**src/rtl/ahb_bus_matrix_pkg.sv**
```systemverilog
// Shared AHB bus-matrix definitions: HTRANS/HBURST encodings, port sentinel,
// and the bundled address-phase control record muxed onto a master interface.
package ahb_bus_matrix_pkg;

    localparam int NUM_SI = 3;

    localparam logic [1:0] IDLE   = 2'b00;
    localparam logic [1:0] BUSY   = 2'b01;
    localparam logic [1:0] NONSEQ = 2'b10;
    localparam logic [1:0] SEQ    = 2'b11;

    localparam logic [2:0] HBURST_SINGLE = 3'b000;

    // Port index 3 never names an SI, so it doubles as "no owner".
    localparam logic [1:0] NO_PORT = 2'b11;

    typedef struct packed {
        logic [31:0] addr;
        logic [1:0]  trans;
        logic        write;
        logic [2:0]  size;
        logic [2:0]  burst;
        logic [3:0]  prot;
        logic [3:0]  master;
        logic        mastlock;
    } ahb_ctrl_t;

    function automatic logic [1:0] rr_next(input logic [1:0] p);
        return (p >= 2'd2) ? 2'd0 : p + 2'd1;
    endfunction

endpackage

```
**src/rtl/ahb_bus_matrix_outstage_m0_if.sv**
```systemverilog
// Bus bundle between the SI input stages and the MI0 output stage, plus the
// MI0 slave-side signals. slave = output stage view, master = environment view.
interface ahb_bus_matrix_outstage_m0_if;

    localparam int N = ahb_bus_matrix_pkg::NUM_SI;

    logic [N-1:0]       sel_op;
    logic [N-1:0][31:0] addr_op;
    logic [N-1:0][1:0]  trans_op;
    logic [N-1:0]       write_op;
    logic [N-1:0][2:0]  size_op;
    logic [N-1:0][2:0]  burst_op;
    logic [N-1:0][3:0]  prot_op;
    logic [N-1:0][3:0]  master_op;
    logic [N-1:0]       mastlock_op;
    logic [N-1:0][31:0] wdata_op;
    logic [N-1:0]       active_op;

    logic        HSELM;
    logic [31:0] HADDRM;
    logic [1:0]  HTRANSM;
    logic        HWRITEM;
    logic [2:0]  HSIZEM;
    logic [2:0]  HBURSTM;
    logic [3:0]  HPROTM;
    logic [3:0]  HMASTERM;
    logic        HMASTLOCKM;
    logic [31:0] HWDATAM;
    logic        HREADYMUXM;
    logic        HREADYOUTM;

    modport slave (
        input  sel_op, addr_op, trans_op, write_op, size_op, burst_op,
               prot_op, master_op, mastlock_op, wdata_op, HREADYOUTM,
        output active_op, HSELM, HADDRM, HTRANSM, HWRITEM, HSIZEM, HBURSTM,
               HPROTM, HMASTERM, HMASTLOCKM, HWDATAM, HREADYMUXM
    );

    modport master (
        output sel_op, addr_op, trans_op, write_op, size_op, burst_op,
               prot_op, master_op, mastlock_op, wdata_op, HREADYOUTM,
        input  active_op, HSELM, HADDRM, HTRANSM, HWRITEM, HSIZEM, HBURSTM,
               HPROTM, HMASTERM, HMASTLOCKM, HWDATAM, HREADYMUXM
    );

endinterface

```
**src/rtl/ahb_bus_matrix_arb_rr.sv**
```systemverilog
// Combinational 3-way round-robin pick: search starts one past last_port,
// first requester found wins; NO_PORT when nobody requests.
module ahb_bus_matrix_arb_rr
    import ahb_bus_matrix_pkg::*;
(
    input  logic [NUM_SI-1:0] req,
    input  logic [1:0]        last_port,
    output logic [1:0]        grant_port
);

    logic [1:0] idx;

    always_comb begin
        grant_port = NO_PORT;
        idx        = rr_next(last_port);
        for (int i = 0; i < NUM_SI; i++) begin
            if (grant_port == NO_PORT && req[idx])
                grant_port = idx;
            idx = rr_next(idx);
        end
    end

endmodule

```
**src/rtl/ahb_bus_matrix_outstage_m0.sv**
```systemverilog
// MI0 output stage: arbitrates the SI input stages, muxes the winner's address
// phase onto MI0, keeps burst/locked owners, and steers write data by data-phase owner.
module ahb_bus_matrix_outstage_m0
    import ahb_bus_matrix_pkg::*;
(
    input  logic HCLK,
    input  logic HRESET,
    ahb_bus_matrix_outstage_m0_if.slave bus
);

    ahb_ctrl_t [NUM_SI-1:0] ctrl;
    ahb_ctrl_t              mi;
    logic [NUM_SI-1:0]      req;
    logic [1:0]             last_port, hold_port, data_port, addr_q;
    logic [1:0]             grant_port, addr_port;
    logic                   data_valid, stall_q;
    logic                   hold_release, hold_keep, mi_sel;

    always_comb begin
        for (int n = 0; n < NUM_SI; n++) begin
            req[n]  = bus.sel_op[n] & (bus.trans_op[n] != IDLE);
            ctrl[n] = '{addr:     bus.addr_op[n],
                        trans:    bus.trans_op[n],
                        write:    bus.write_op[n],
                        size:     bus.size_op[n],
                        burst:    bus.burst_op[n],
                        prot:     bus.prot_op[n],
                        master:   bus.master_op[n],
                        mastlock: bus.mastlock_op[n]};
            bus.active_op[n] = (addr_port == 2'(n));
        end
    end

    ahb_bus_matrix_arb_rr u_arb (
        .req        (req),
        .last_port  (last_port),
        .grant_port (grant_port)
    );

    // The holder gives up the bus in the same cycle it shows an unlocked IDLE,
    // so the next requester is granted right after the final burst beat.
    always_comb begin
        hold_release = 1'b0;
        if (hold_port != NO_PORT)
            hold_release = bus.sel_op[hold_port] && (ctrl[hold_port].trans == IDLE)
                           && !ctrl[hold_port].mastlock;
    end

    // During an extended address phase the owner seen at the first wait cycle is replayed.
    always_comb begin
        addr_port = grant_port;
        if (stall_q)
            addr_port = addr_q;
        else if (hold_port != NO_PORT && !hold_release)
            addr_port = hold_port;
    end

    always_comb begin
        mi     = '0;
        mi_sel = 1'b0;
        if (addr_port != NO_PORT) begin
            if (bus.sel_op[addr_port]) begin
                mi     = ctrl[addr_port];
                mi_sel = 1'b1;
            end else begin
                mi.mastlock = ctrl[addr_port].mastlock;
            end
        end
    end

    always_comb begin
        hold_keep = 1'b0;
        if (addr_port != NO_PORT)
            hold_keep = bus.sel_op[addr_port] &&
                        (((ctrl[addr_port].trans != IDLE) && (ctrl[addr_port].burst != HBURST_SINGLE))
                         || ctrl[addr_port].mastlock);
    end

    assign bus.HSELM      = mi_sel;
    assign bus.HADDRM     = mi.addr;
    assign bus.HTRANSM    = mi.trans;
    assign bus.HWRITEM    = mi.write;
    assign bus.HSIZEM     = mi.size;
    assign bus.HBURSTM    = mi.burst;
    assign bus.HPROTM     = mi.prot;
    assign bus.HMASTERM   = mi.master;
    assign bus.HMASTLOCKM = mi.mastlock;

    assign bus.HREADYMUXM = data_valid ? bus.HREADYOUTM : 1'b1;
    assign bus.HWDATAM    = (data_port != NO_PORT) ? bus.wdata_op[data_port] : 32'h0;

    always_ff @(posedge HCLK) begin
        if (HRESET) begin
            last_port  <= 2'd2;
            hold_port  <= NO_PORT;
            data_port  <= NO_PORT;
            data_valid <= 1'b0;
            addr_q     <= NO_PORT;
            stall_q    <= 1'b0;
        end else begin
            addr_q  <= addr_port;
            stall_q <= !bus.HREADYMUXM;
            if (bus.HREADYMUXM) begin
                if (addr_port != NO_PORT) begin
                    last_port <= addr_port;
                    hold_port <= hold_keep ? addr_port : NO_PORT;
                end else begin
                    hold_port <= NO_PORT;
                end
                data_port  <= addr_port;
                data_valid <= (addr_port != NO_PORT) && bus.HTRANSM[1];
            end
        end
    end

endmodule

```
**src/flat_wrapper.sv**
```systemverilog
// flat-port wrapper written by rule: the top's interface ports become plain ports
module ahb_bus_matrix_outstage_m0_flat import ahb_bus_matrix_pkg::*;
  (HCLK, HRESET, bus_sel_op, bus_addr_op, bus_trans_op, bus_write_op, bus_size_op, bus_burst_op, bus_prot_op, bus_master_op, bus_mastlock_op, bus_wdata_op, bus_HREADYOUTM, bus_active_op, bus_HSELM, bus_HADDRM, bus_HTRANSM, bus_HWRITEM, bus_HSIZEM, bus_HBURSTM, bus_HPROTM, bus_HMASTERM, bus_HMASTLOCKM, bus_HWDATAM, bus_HREADYMUXM);
  ahb_bus_matrix_outstage_m0_if bus_i ();
  input  logic HCLK;
  input  logic HRESET;
  input wire logic [$bits(bus_i.sel_op)-1:0] bus_sel_op;
  input wire logic [$bits(bus_i.addr_op)-1:0] bus_addr_op;
  input wire logic [$bits(bus_i.trans_op)-1:0] bus_trans_op;
  input wire logic [$bits(bus_i.write_op)-1:0] bus_write_op;
  input wire logic [$bits(bus_i.size_op)-1:0] bus_size_op;
  input wire logic [$bits(bus_i.burst_op)-1:0] bus_burst_op;
  input wire logic [$bits(bus_i.prot_op)-1:0] bus_prot_op;
  input wire logic [$bits(bus_i.master_op)-1:0] bus_master_op;
  input wire logic [$bits(bus_i.mastlock_op)-1:0] bus_mastlock_op;
  input wire logic [$bits(bus_i.wdata_op)-1:0] bus_wdata_op;
  input wire logic [$bits(bus_i.HREADYOUTM)-1:0] bus_HREADYOUTM;
  output wire logic [$bits(bus_i.active_op)-1:0] bus_active_op;
  output wire logic [$bits(bus_i.HSELM)-1:0] bus_HSELM;
  output wire logic [$bits(bus_i.HADDRM)-1:0] bus_HADDRM;
  output wire logic [$bits(bus_i.HTRANSM)-1:0] bus_HTRANSM;
  output wire logic [$bits(bus_i.HWRITEM)-1:0] bus_HWRITEM;
  output wire logic [$bits(bus_i.HSIZEM)-1:0] bus_HSIZEM;
  output wire logic [$bits(bus_i.HBURSTM)-1:0] bus_HBURSTM;
  output wire logic [$bits(bus_i.HPROTM)-1:0] bus_HPROTM;
  output wire logic [$bits(bus_i.HMASTERM)-1:0] bus_HMASTERM;
  output wire logic [$bits(bus_i.HMASTLOCKM)-1:0] bus_HMASTLOCKM;
  output wire logic [$bits(bus_i.HWDATAM)-1:0] bus_HWDATAM;
  output wire logic [$bits(bus_i.HREADYMUXM)-1:0] bus_HREADYMUXM;
  assign bus_i.sel_op = bus_sel_op;
  assign bus_i.addr_op = bus_addr_op;
  assign bus_i.trans_op = bus_trans_op;
  assign bus_i.write_op = bus_write_op;
  assign bus_i.size_op = bus_size_op;
  assign bus_i.burst_op = bus_burst_op;
  assign bus_i.prot_op = bus_prot_op;
  assign bus_i.master_op = bus_master_op;
  assign bus_i.mastlock_op = bus_mastlock_op;
  assign bus_i.wdata_op = bus_wdata_op;
  assign bus_i.HREADYOUTM = bus_HREADYOUTM;
  assign bus_active_op = bus_i.active_op;
  assign bus_HSELM = bus_i.HSELM;
  assign bus_HADDRM = bus_i.HADDRM;
  assign bus_HTRANSM = bus_i.HTRANSM;
  assign bus_HWRITEM = bus_i.HWRITEM;
  assign bus_HSIZEM = bus_i.HSIZEM;
  assign bus_HBURSTM = bus_i.HBURSTM;
  assign bus_HPROTM = bus_i.HPROTM;
  assign bus_HMASTERM = bus_i.HMASTERM;
  assign bus_HMASTLOCKM = bus_i.HMASTLOCKM;
  assign bus_HWDATAM = bus_i.HWDATAM;
  assign bus_HREADYMUXM = bus_i.HREADYMUXM;
  ahb_bus_matrix_outstage_m0 u_core (.HCLK(HCLK), .HRESET(HRESET), .bus(bus_i));
endmodule
```
**config.mk**
```make
export PLATFORM = sky130hd
export DESIGN_NAME = ahb_bus_matrix_outstage_m0_flat
export DESIGN_NICKNAME = d
export VERILOG_FILES = /design/src/rtl/ahb_bus_matrix_pkg.sv /design/src/rtl/ahb_bus_matrix_outstage_m0_if.sv /design/src/rtl/ahb_bus_matrix_arb_rr.sv /design/src/rtl/ahb_bus_matrix_outstage_m0.sv /design/src/flat_wrapper.sv
export SDC_FILE = /design/constraint.sdc
export NUM_CORES = 1
export LEC_CHECK = 0
export CAP_MARGIN = 10
export CORE_AREA = 2 2 132 134
export DETAILED_ROUTE_END_ITERATION = 12
export DIE_AREA = 0 0 134 136
export PLACE_DENSITY_LB_ADDON = 0.12
export SYNTH_ARGS = -nofsm -noshare
export SYNTH_HDL_FRONTEND = slang
export SYNTH_SLANG_ARGS = --single-unit
```
**constraint.sdc**
```tcl
create_clock -name HCLK -period 4.35 [get_ports HCLK]
set_input_delay 1.0875 -clock HCLK [delete_from_list [all_inputs] [get_ports HCLK]]
set_output_delay 1.0875 -clock HCLK [all_outputs]
set_load 0.02 [all_outputs]
```
[Word level (Yosys, flattened, before mapping)]
Cells that the tools add are included.
Storage, ports and cells
  bits in registers: 10
  bits of input ports: 252
  output and inout bits: 87
  word-level logic and storage cells: 82
Cells by class
  add/subtract/negate cells: 3
  $lt $le $gt $ge: 9
  equality and inequality tests: 7
  multiplexer cells: 34
  bitwise operators: 3
  reductions and logical operators: 20
Operators by type and width (count)
  $bmux 50 s2: 2
  $mux 50: 2
  $bmux 32 s2: 1
  $mux 32: 2
  $mux 49: 1
  $mux 2: 10
  $lt 2x3->1 const B: 6
  $mux 18: 1
  $bmux 1 s2: 5
  $mux 1: 10
  $logic_and 1x1->1: 8
  $reduce_bool 2->1: 4
  $add 2x1->2 const B: 3
  $eq 2x2->1 const B: 3
  $ge 2x2->1 const B: 3
  $ne 2x2->1 const B: 3
  $logic_not 2->1: 2
  $and 1x1->1: 3
  $logic_not 1->1: 3
  $reduce_bool 3->1: 1
  $eq 2x1->1 const B: 1
  $reduce_and 2->1: 1
  $logic_or 1x1->1: 1

[Depth between registers and ports, before layout]
Gate-level depths: netlist of run 1.
  depth in word-level cells: 22
  depth in mapped cells: 10
  depth with buffers taken out: 7

[Cells and area by module]
From an unflattened synthesis of run 1, not the netlist that was laid out.
Second synthesis, totals
  cell total of the unflattened synthesis: 403
  area total of the unflattened synthesis: 2560.0 um2
By module, submodules not included
  ahb_bus_matrix_outstage_m0: instances 1, cells an instance 396, area an instance 2509.9 um2, sequential area each 200.2 um2
  ahb_bus_matrix_arb_rr: instances 1, cells an instance 7, area an instance 50.0 um2, sequential area each 0.0 um2

[Worst setup path after synthesis of run 1]
Ideal clock, no wire load.
  kind: input to output
  from: in bus_sel_op[1]
  to: out bus_HADDRM[24]
  data arrival time: 3.105 ns
  data required time: 3.263 ns
  path slack: 0.158 ns
  stages on the path: 8
  path buffers: 2
  cells stage by stage: nor4b_4 -> a221o_1 -> buf_2 -> a41o_1 -> nor2_2 -> clkbuf_1 -> a22oi_1 -> nor2_1
On the way
  longest elaborated chain between the ends: 16
  elaborated cells between the ends (all ways): 30
  classes of those cells: 3 x eq/ne; 20 x mux; 1 x bitwise; 6 x reduce/logical
RTL lines
  start: declaration: line flat_wrapper.sv:7  | input wire logic [$bits(bus_i.sel_op)-1:0] bus_sel_op;
  $and 1x1->1: line ahb_bus_matrix_outstage_m0.sv:21  | req[n] = bus.sel_op[n] & (bus.trans_op[n] != IDLE);
  $bmux 1 s2: line ahb_bus_matrix_arb_rr.sv:17  | if (grant_port == NO_PORT && req[idx])
  $mux 1 (implied by the code): line ahb_bus_matrix_arb_rr.sv:17
  $mux 2: line ahb_bus_matrix_arb_rr.sv:17
  $eq 2x2->1: line ahb_bus_matrix_arb_rr.sv:17
  $logic_and 1x1->1: line ahb_bus_matrix_arb_rr.sv:17
  $mux 2: line ahb_bus_matrix_arb_rr.sv:17
  $eq 2x2->1: line ahb_bus_matrix_arb_rr.sv:17
  $logic_and 1x1->1: line ahb_bus_matrix_arb_rr.sv:17
  $mux 2: line ahb_bus_matrix_arb_rr.sv:17
  $mux 2: line ahb_bus_matrix_outstage_m0.sv:54  | else if (hold_port != NO_PORT && !hold_release)
  $mux 2: line ahb_bus_matrix_outstage_m0.sv:52  | if (stall_q)
  $bmux 50 s2 / $bmux 1 s2 (equally long branches): line ahb_bus_matrix_outstage_m0.sv:63, ahb_bus_matrix_outstage_m0.sv:62
  $mux 50 (implied by the code) / $mux 1 (equally long branches): line ahb_bus_matrix_outstage_m0.sv:63, ahb_bus_matrix_outstage_m0.sv:62
  $mux 49: line ahb_bus_matrix_outstage_m0.sv:62  | if (bus.sel_op[addr_port]) begin
  $mux 50 (*): line ahb_bus_matrix_outstage_m0.sv:61  | if (addr_port != NO_PORT) begin
  end: declaration: line flat_wrapper.sv:20  | output wire logic [$bits(bus_i.HADDRM)-1:0] bus_HADDRM;
Every way passes the cells marked *; elsewhere a longest branch is shown, timed or not. The select of a mux whose other input is x is not followed.

[Worst setup path in the final report of run 1]
  from: in bus_trans_op[0]
  to: out bus_HPROTM[1]
On the way
  longest elaborated chain between the ends: 17
  elaborated cells between the ends (all ways): 32
  classes of those cells: 3 x eq/ne; 20 x mux; 1 x bitwise; 8 x reduce/logical
RTL lines
  start: declaration: line flat_wrapper.sv:9  | input wire logic [$bits(bus_i.trans_op)-1:0] bus_trans_op;
  $reduce_bool 2->1: line ahb_bus_matrix_outstage_m0.sv:21
  $and 1x1->1: line ahb_bus_matrix_outstage_m0.sv:21
  $bmux 1 s2: line ahb_bus_matrix_arb_rr.sv:17
  $mux 1 (implied by the code): line ahb_bus_matrix_arb_rr.sv:17
  $mux 2: line ahb_bus_matrix_arb_rr.sv:17
  $eq 2x2->1: line ahb_bus_matrix_arb_rr.sv:17
  $logic_and 1x1->1: line ahb_bus_matrix_arb_rr.sv:17
  $mux 2: line ahb_bus_matrix_arb_rr.sv:17
  $eq 2x2->1: line ahb_bus_matrix_arb_rr.sv:17
  $logic_and 1x1->1: line ahb_bus_matrix_arb_rr.sv:17
  $mux 2: line ahb_bus_matrix_arb_rr.sv:17
  $mux 2 (*): line ahb_bus_matrix_outstage_m0.sv:54
  $mux 2 (*): line ahb_bus_matrix_outstage_m0.sv:52
  $bmux 50 s2 / $bmux 1 s2 (equally long branches): line ahb_bus_matrix_outstage_m0.sv:63, ahb_bus_matrix_outstage_m0.sv:62
  $mux 50 (implied by the code) / $mux 1 (equally long branches): line ahb_bus_matrix_outstage_m0.sv:63, ahb_bus_matrix_outstage_m0.sv:62
  $mux 49: line ahb_bus_matrix_outstage_m0.sv:62
  $mux 50 (*): line ahb_bus_matrix_outstage_m0.sv:61
  end: declaration: line flat_wrapper.sv:25  | output wire logic [$bits(bus_i.HPROTM)-1:0] bus_HPROTM;
Marked as above.

==> metrics.csv, run 1 <==
stage,metric,value,unit
floorplan,Top Ports,339,
outcome,status,"complete, no violations",
power_and_ir_drop,total power,4.04,mW
critical_path,Crit Path Category,in2out,
clock_tree,H-tree Lvls,1,
global_route,initial antenna violation count,0,
sta,min Tclk post-route,4280,ps
synthesis,sequential area share after synthesis,0.0722,
sta,Max Slew Vio Count,0,
placed_design,GP Congestion,0.893,
flow_run,Max Cap Violations,0,
clock_tree,Hold Buf Count CTS,0,
critical_path,startpoint types,input pin,
routing,initial DRC count,145,
sta,max_slew headroom,0.460,
routing,drt pass-1 iters,7,
sta,Final Cycle Share,0.983,
clock_tree,CTS Buffer Depth,2,
global_route,Total Routing Usage GR,0.180,
layout,Layout area overhead,151,%
routing,WL per Instance,16.3,microns
clock_tree,clk sinks,10,
layout,# diodes,0,
layout,Layout Utilization,0.413,
sta,final hold vios,0,
global_route,largest net degree at the start of global routing,34,
floorplan,placeable core area,0.0169,sq mm
placed_design,post-DP HPWL,13900,microns
critical_path,Crit path required time,3260,ps
routing,Vias,4866,
routing,final WL,17600,microns
critical_path,Crit path arrival time,3190,ps
synthesis,Syn. warnings,0,
critical_path,CP endpoint kind,primary output,
sta,RSZ-0062 raised after global routing,false,
synthesis,cell count after synthesis,485,
sta,Final setup viols,0,
floorplan,placement row count,48,
placed_design,I/O Buffers,338,
floorplan,die area,0.0182,sq mm
global_route,grt total ovfl,0,
routing,vias per cell,4.49,
routing,detailed-route DRC error count,0,
sta,Setup Skew,0.273,ps
clock_tree,CTS tree,built,
synthesis,#FFs+latches synth,10,
global_route,first-pass GRT wire length,26200,microns
synthesis,Avg Synthesized Cell Area,5.72,sq um
critical_path,worst-path maximum fanout,6,
floorplan,Chip Height,136,microns
placed_design,Inst Count DP,1065,
synthesis,ys flop type,dfxtp_1,
synthesis,mapped cell area,0.00277,sq mm
routing,remaining antenna violation count,0,
power_and_ir_drop,Peak VDD IR,0.000276,V
layout,"commonest cells after routing, fill and taps aside","clkdlybuf4s50_1, nand2_1, nor2_1, buf_4, buf_2",
synthesis,ys async rst share,0,
sta,Worst-Margin Slew,807,ps
clock_tree,latest clock arrival within the worst-skew pair,230,ps
power_and_ir_drop,pwr dens,580,mW/mm^2
clock_tree,clock slew at reported path FFs,40,ps
floorplan,DIE WIDTH,134,microns
power_and_ir_drop,Lkg Pwr,3.18,nW
min_path,Hold Crit Class,reg2reg,
layout,Finished Layout Cells,1083,
synthesis,"EDFF count, synth",0,
clock_tree,Root Buffer,clkbuf_16,
synthesis,Cell variety after synth,52,
layout,"commonest non-fill, non-tap cell in the layout",clkdlybuf4s50_1,
layout,share of cells above drive strength 1,0.190,
layout,Nets,1111,
floorplan,initial core utilization,0.164,
synthesis,syn nets,737,
clock_tree,total CTS buffers,3,
sta,Highest Clock Rate,0.234,GHz
global_route,vias in the first global route,4937,
[synthesized netlist by cell type, types with 2 or more instances]
master / n / area share
dfxtp_1: 10 / 0.072
clkbuf_1: 23 / 0.031
o21bai_1: 3 / 0.0081
a211oi_1: 4 / 0.011
a22oi_1: 46 / 0.12
a2bb2oi_1: 2 / 0.0063
o21ai_0: 43 / 0.078
o211ai_1: 2 / 0.0054
buf_2: 15 / 0.027
a31o_2: 2 / 0.0063
nand2_1: 170 / 0.23
nand2b_1: 9 / 0.020
a221o_1: 2 / 0.0072
mux2i_1: 35 / 0.13
a21oi_1: 5 / 0.0090
o32ai_1: 2 / 0.0063
a221oi_1: 2 / 0.0063
and2_1: 3 / 0.0068
nor2b_1: 2 / 0.0045
nor2_1: 62 / 0.084
o21a_1: 2 / 0.0054
buf_1: 4 / 0.0054
a31oi_1: 4 / 0.0090
nor3_1: 5 / 0.0090
[routing by layer]
| layer | vias to the layer above | part of all wire | global-route usage |
|---|---|---|---|
| met5 | - | 0 | 0 |
| met1 | 2158 | 0.37 | 0.193 |
| met4 | 0 | 0.012 | 0.0331 |
| met2 | 241 | 0.53 | 0.352 |
| met3 | 16 | 0.087 | 0.0492 |
| li1 | 2451 | - | - |
[per-stage QoR]
| step | hold WS, ps | TNS, ps | setup slack, ps | area [sq um] |
|---|---|---|---|---|
| after global routing | 577 | 0 | 4.19 | 6970 |
| after global placement | 521 | -34650 | -688 | 6860 |
| after floorplan | 489 | 0 | 158 | 2770 |
| after CTS | 550 | 0 | 2.58 | 6940 |
| final | 538 | 0 | 73.8 | 6970 |
| after detailed placement | 535 | -39020 | -786 | 6860 |
[flip-flops by register name (all words and copies together), names as in the netlist]
signal / flops
u_core.addr_q: 2
u_core.hold_port: 2
u_core.last_port: 2
u_core.data_valid: 1
u_core.data_port: 2
u_core.stall_q: 1
[power by group]
part | switching, mW | internal [mW] | total, mW | leakage, nW
combinational | 1.97 | 1.73 | 3.70 | 3.06
clock | 0.0416 | 0.138 | 0.180 | 0.0442
sequential | 0.0375 | 0.124 | 0.161 | 0.0826
total | 2.05 | 1.99 | 4.04 | 3.18
[logic make-up after synthesis]
family / after synthesis / share of synthesized area
and+or+nand+nor: 261 / 0.389
AOI/OAI and AO/OA: 133 / 0.340
buffers and inverters: 45 / 0.0677
muxes: 36 / 0.132
DFF: 10 / 0.0722
[what timing repair did]
action / in CTS / in global routing
cloned: 4 / 1
pin swaps: 9 / 9
setup endpoints to repair: 54 / 53
buffers inserted: 10 / 0
gates resized for setup: 240 / 31
[worst max-delay path: stages]
cell and delay (ps):
clkdlybuf4s15_1 240, o211ai_1 120, a32o_2 300, a41o_4 290, mux2_4 310, a22oi_4 280, buf_8 200, clkbuf_16 150
nor2_1 50, buf_4 160
[worst paths after layout]
check / slack (ps) / to / depth (start not counted) / from
worst max-delay path: 70 / bus_HPROTM[1] / 10 / bus_trans_op[0]
worst min-delay path: 540 / u_core.last_port[0] / 2 / u_core.last_port[0]
worst max register to register: 1670 / u_core.hold_port[1] / 12 / u_core.hold_port[0]
worst min register to register: 540 / u_core.last_port[0] / 2 / u_core.last_port[0]
[final cells by class]
type                            instances  area (sq um)
Inverter                                3          11.3
Clock buffer                            4          88.8
Timing Repair Buffer                  411          3910
Sequential cell                        10           201
Multi-Input combinational cell        430          2480
Tap cell                              225           282
Fill cell                            1738          9900
Note: power is estimated with default switching activity, not from simulation.
==> inputs of run 2 (changes only) <==
--- a/config.mk
+++ b/config.mk
@@ -10,6 +10,7 @@
 export DETAILED_ROUTE_END_ITERATION = 12
 export DIE_AREA = 0 0 134 136
 export PLACE_DENSITY_LB_ADDON = 0.12
+export SLEW_MARGIN = 20
 export SYNTH_ARGS = -nofsm -noshare
 export SYNTH_HDL_FRONTEND = slang
 export SYNTH_SLANG_ARGS = --single-unit
==> results of run 2 <==
No change in the layout: final DEF, timing and power equal those of run 1.
==> inputs of run 3 (changes only) <==
--- a/config.mk
+++ b/config.mk
@@ -6,10 +6,11 @@
 export NUM_CORES = 1
 export LEC_CHECK = 0
 export CAP_MARGIN = 10
-export CORE_AREA = 2 2 132 134
+export CORE_AREA = 2 2 130 132
 export DETAILED_ROUTE_END_ITERATION = 12
-export DIE_AREA = 0 0 134 136
-export PLACE_DENSITY_LB_ADDON = 0.12
+export DIE_AREA = 0 0 132 134
+export DONT_BUFFER_PORTS = 1
+export PLACE_DENSITY = 0.37
 export SLEW_MARGIN = 20
 export SYNTH_ARGS = -nofsm -noshare
 export SYNTH_HDL_FRONTEND = slang
==> run 3 against run 2 <==
Total power decreased by 24%. Clock-buffer cell count shrank 1. Combinational power down 27%. Highest routed layer unchanged. Clock power fell by 13%. Sequential share of layout area is 2.7 points higher. Largest cell class is now multi-input gates. Maximum frequency up 3.6%. Non-clock buffer count is 335 lower. Utilization is 19 points lower.
==> metrics.csv, run 3 (synthesized netlist as in run 1, its figures left out) <==
stage,metric,value,unit
outcome,status,"complete, no violations",
sta,setup ws final,223,ps
sta,RSZ-0062 raised after global routing,false,
sta,max_slew headroom,0.303,
critical_path,RR Startpoint,u_core.stall_q,
routing,drt pass-1 iters,4,
routing,initial DRC count,246,
routing,final WL,13000,microns
layout,Nets,776,
layout,Filler cells,1836,
layout,Layout Utilization,0.223,
global_route,grt total ovfl,0,
placed_design,Place WS,121,ps
layout,# diodes,0,
floorplan,Chip Height,134,microns
min_path,Hold Startpoint,u_core.last_port[0],
global_route,first-pass GRT wire length,19100,microns
sta,Max Slew Vio Count,0,
floorplan,Top Ports,339,
sta,Final Cycle Share,0.949,
routing,Vias,3673,
power_and_ir_drop,switching share of total power,0.577,
layout,register area,201,sq um
sta,Final setup viols,0,
floorplan,placeable core area,0.0163,sq mm
layout,area of the multi-input gates,0.00241,sq mm
global_route,Total Routing Usage GR,0.133,
layout,"commonest non-fill, non-tap cell in the layout",nand2_1,
power_and_ir_drop,clock power share,0.051,
sta,min Tclk post-route,4130,ps
critical_path,Crit path required time,3260,ps
layout,share of cells above drive strength 1,0.176,
global_route,largest net degree at the start of global routing,43,
placed_design,post-DP HPWL,11000,microns
placed_design,I/O Buffers,0,
clock_tree,clock slew at reported path FFs,40,ps
global_route,initial antenna violation count,0,
power_and_ir_drop,cell-internal power,1.30,mW
sta,Setup Skew,0.705,ps
placed_design,GP Congestion,0.847,
power_and_ir_drop,Comb pwr share,0.881,
sta,Highest Clock Rate,0.242,GHz
critical_path,CP endpoint kind,primary output,
sta,final hold vios,0,
sta,setup tns final,0,ps
routing,WL per Instance,17.6,microns
clock_tree,clk sinks,10,
clock_tree,CTS Buffer Depth,2,
clock_tree,latest clock arrival within the worst-skew pair,230,ps
routing,remaining antenna violation count,0,
layout,Layout area overhead,30.9,%
critical_path,Crit. Startpoint,bus_trans_op[2],
clock_tree,CTS tree,built,
min_path,Hold Crit Class,reg2reg,
clock_tree,H-tree Lvls,1,
floorplan,die area,0.0177,sq mm
critical_path,Crit path arrival time,3040,ps
critical_path,startpoint types,input pin,
clock_tree,total CTS buffers,3,
flow_run,Max Cap Violations,0,
critical_path,Crit Path Category,in2out,
power_and_ir_drop,P_sw,1.77,mW
critical_path,worst-path maximum fanout,35,
layout,"commonest cells after routing, fill and taps aside","nand2_1, buf_4, nor2_1, a22oi_1, o21ai_0",
power_and_ir_drop,Peak VDD IR,0.000233,V
floorplan,placement row count,47,
power_and_ir_drop,Lkg Pwr,1.74,nW
clock_tree,post-CTS sizing,0,
power_and_ir_drop,sequential share of power,0.067,
sta,Worst-Margin Slew,1050,ps
floorplan,DIE WIDTH,132,microns
floorplan,initial core utilization,0.170,
routing,vias per cell,4.95,
clock_tree,Root Buffer,clkbuf_16,
power_and_ir_drop,pwr dens,845,mW/mm^2
global_route,vias in the first global route,3582,
routing,detailed-route DRC error count,0,
-- run 3: cell count changes in the layout (fill, tap and decap cells not counted), sizes merged --
| cell | delta |
|---|---|
| clkdlybuf4s50 | -272 |
| buf | -51 |
| clkbuf | -7 |
| dlygate4sd2 | -4 |
| clkdlybuf4s15 | -2 |
-- run 3: power by group through the flow --
| stage | combinational (mW) | sequential (mW) | clock [mW] |
|---|---|---|---|
| floorplan | 1.86 | 0.143 | 0 |
| global placement | 2.64 | 0.204 | 0 |
| detailed placement | 2.66 | 0.206 | 0 |
| CTS | 2.67 | 0.205 | 0.160 |
| global route | 2.95 | 0.213 | 0.166 |
| finish | 2.70 | 0.207 | 0.157 |
-- run 3: path summary, 6_finish.rpt --
path              slack (ps)                   to  depth (start not counted)
setup / recovery         220       bus_HADDRM[28]                          8
hold / removal           530  u_core.last_port[0]                          2
setup reg to reg        1840  u_core.hold_port[1]                          8
hold reg to reg          530  u_core.last_port[0]                          2
-- run 3: what timing repair did --
action | 4_1_cts | 5_1_grt
hold buffers | 0 | 0
setup endpoints to repair | 0 | 2
buffers inserted | 0 | 2
-- run 3: per-layer routing --
| layer | global-route usage | part of all wire | vias up |
|---|---|---|---|
| met3 | 0.0340 | 0.094 | 10 |
| met1 | 0.142 | 0.37 | 1653 |
| met5 | 0 | 0 | - |
| li1 | - | - | 1770 |
| met4 | 0.0278 | 0.012 | 0 |
| met2 | 0.263 | 0.53 | 240 |
-- run 3: worst max-delay path: stages --
cell and delay [ps]:
nor4b_4 310, a221o_1 320, a41o_2 260, mux2_4 330, a22oi_4 240, buf_12 220, nor2_1 80, buf_4 160
-- run 3: metrics by stage --
step                      power, mW  hold WS, ps  instance area [sq um]  std cells
after floorplan                2.01          489                   2770        485
after global placement         2.85          514                   3510        737
after detailed placement       2.87          520                   3510        737
after CTS                      3.04          532                   3590        740
after global routing           3.33          544                   3630        742
final                          3.07          527                   3630        742
-- run 3: cell type report --
class	instances	area share
Clock buffer	3	0.0207
Inverter	3	0.00310
Multi-Input combinational cell	430	0.664
Sequential cell	10	0.0555
Tap cell	220	0.0758
Timing Repair Buffer	76	0.181
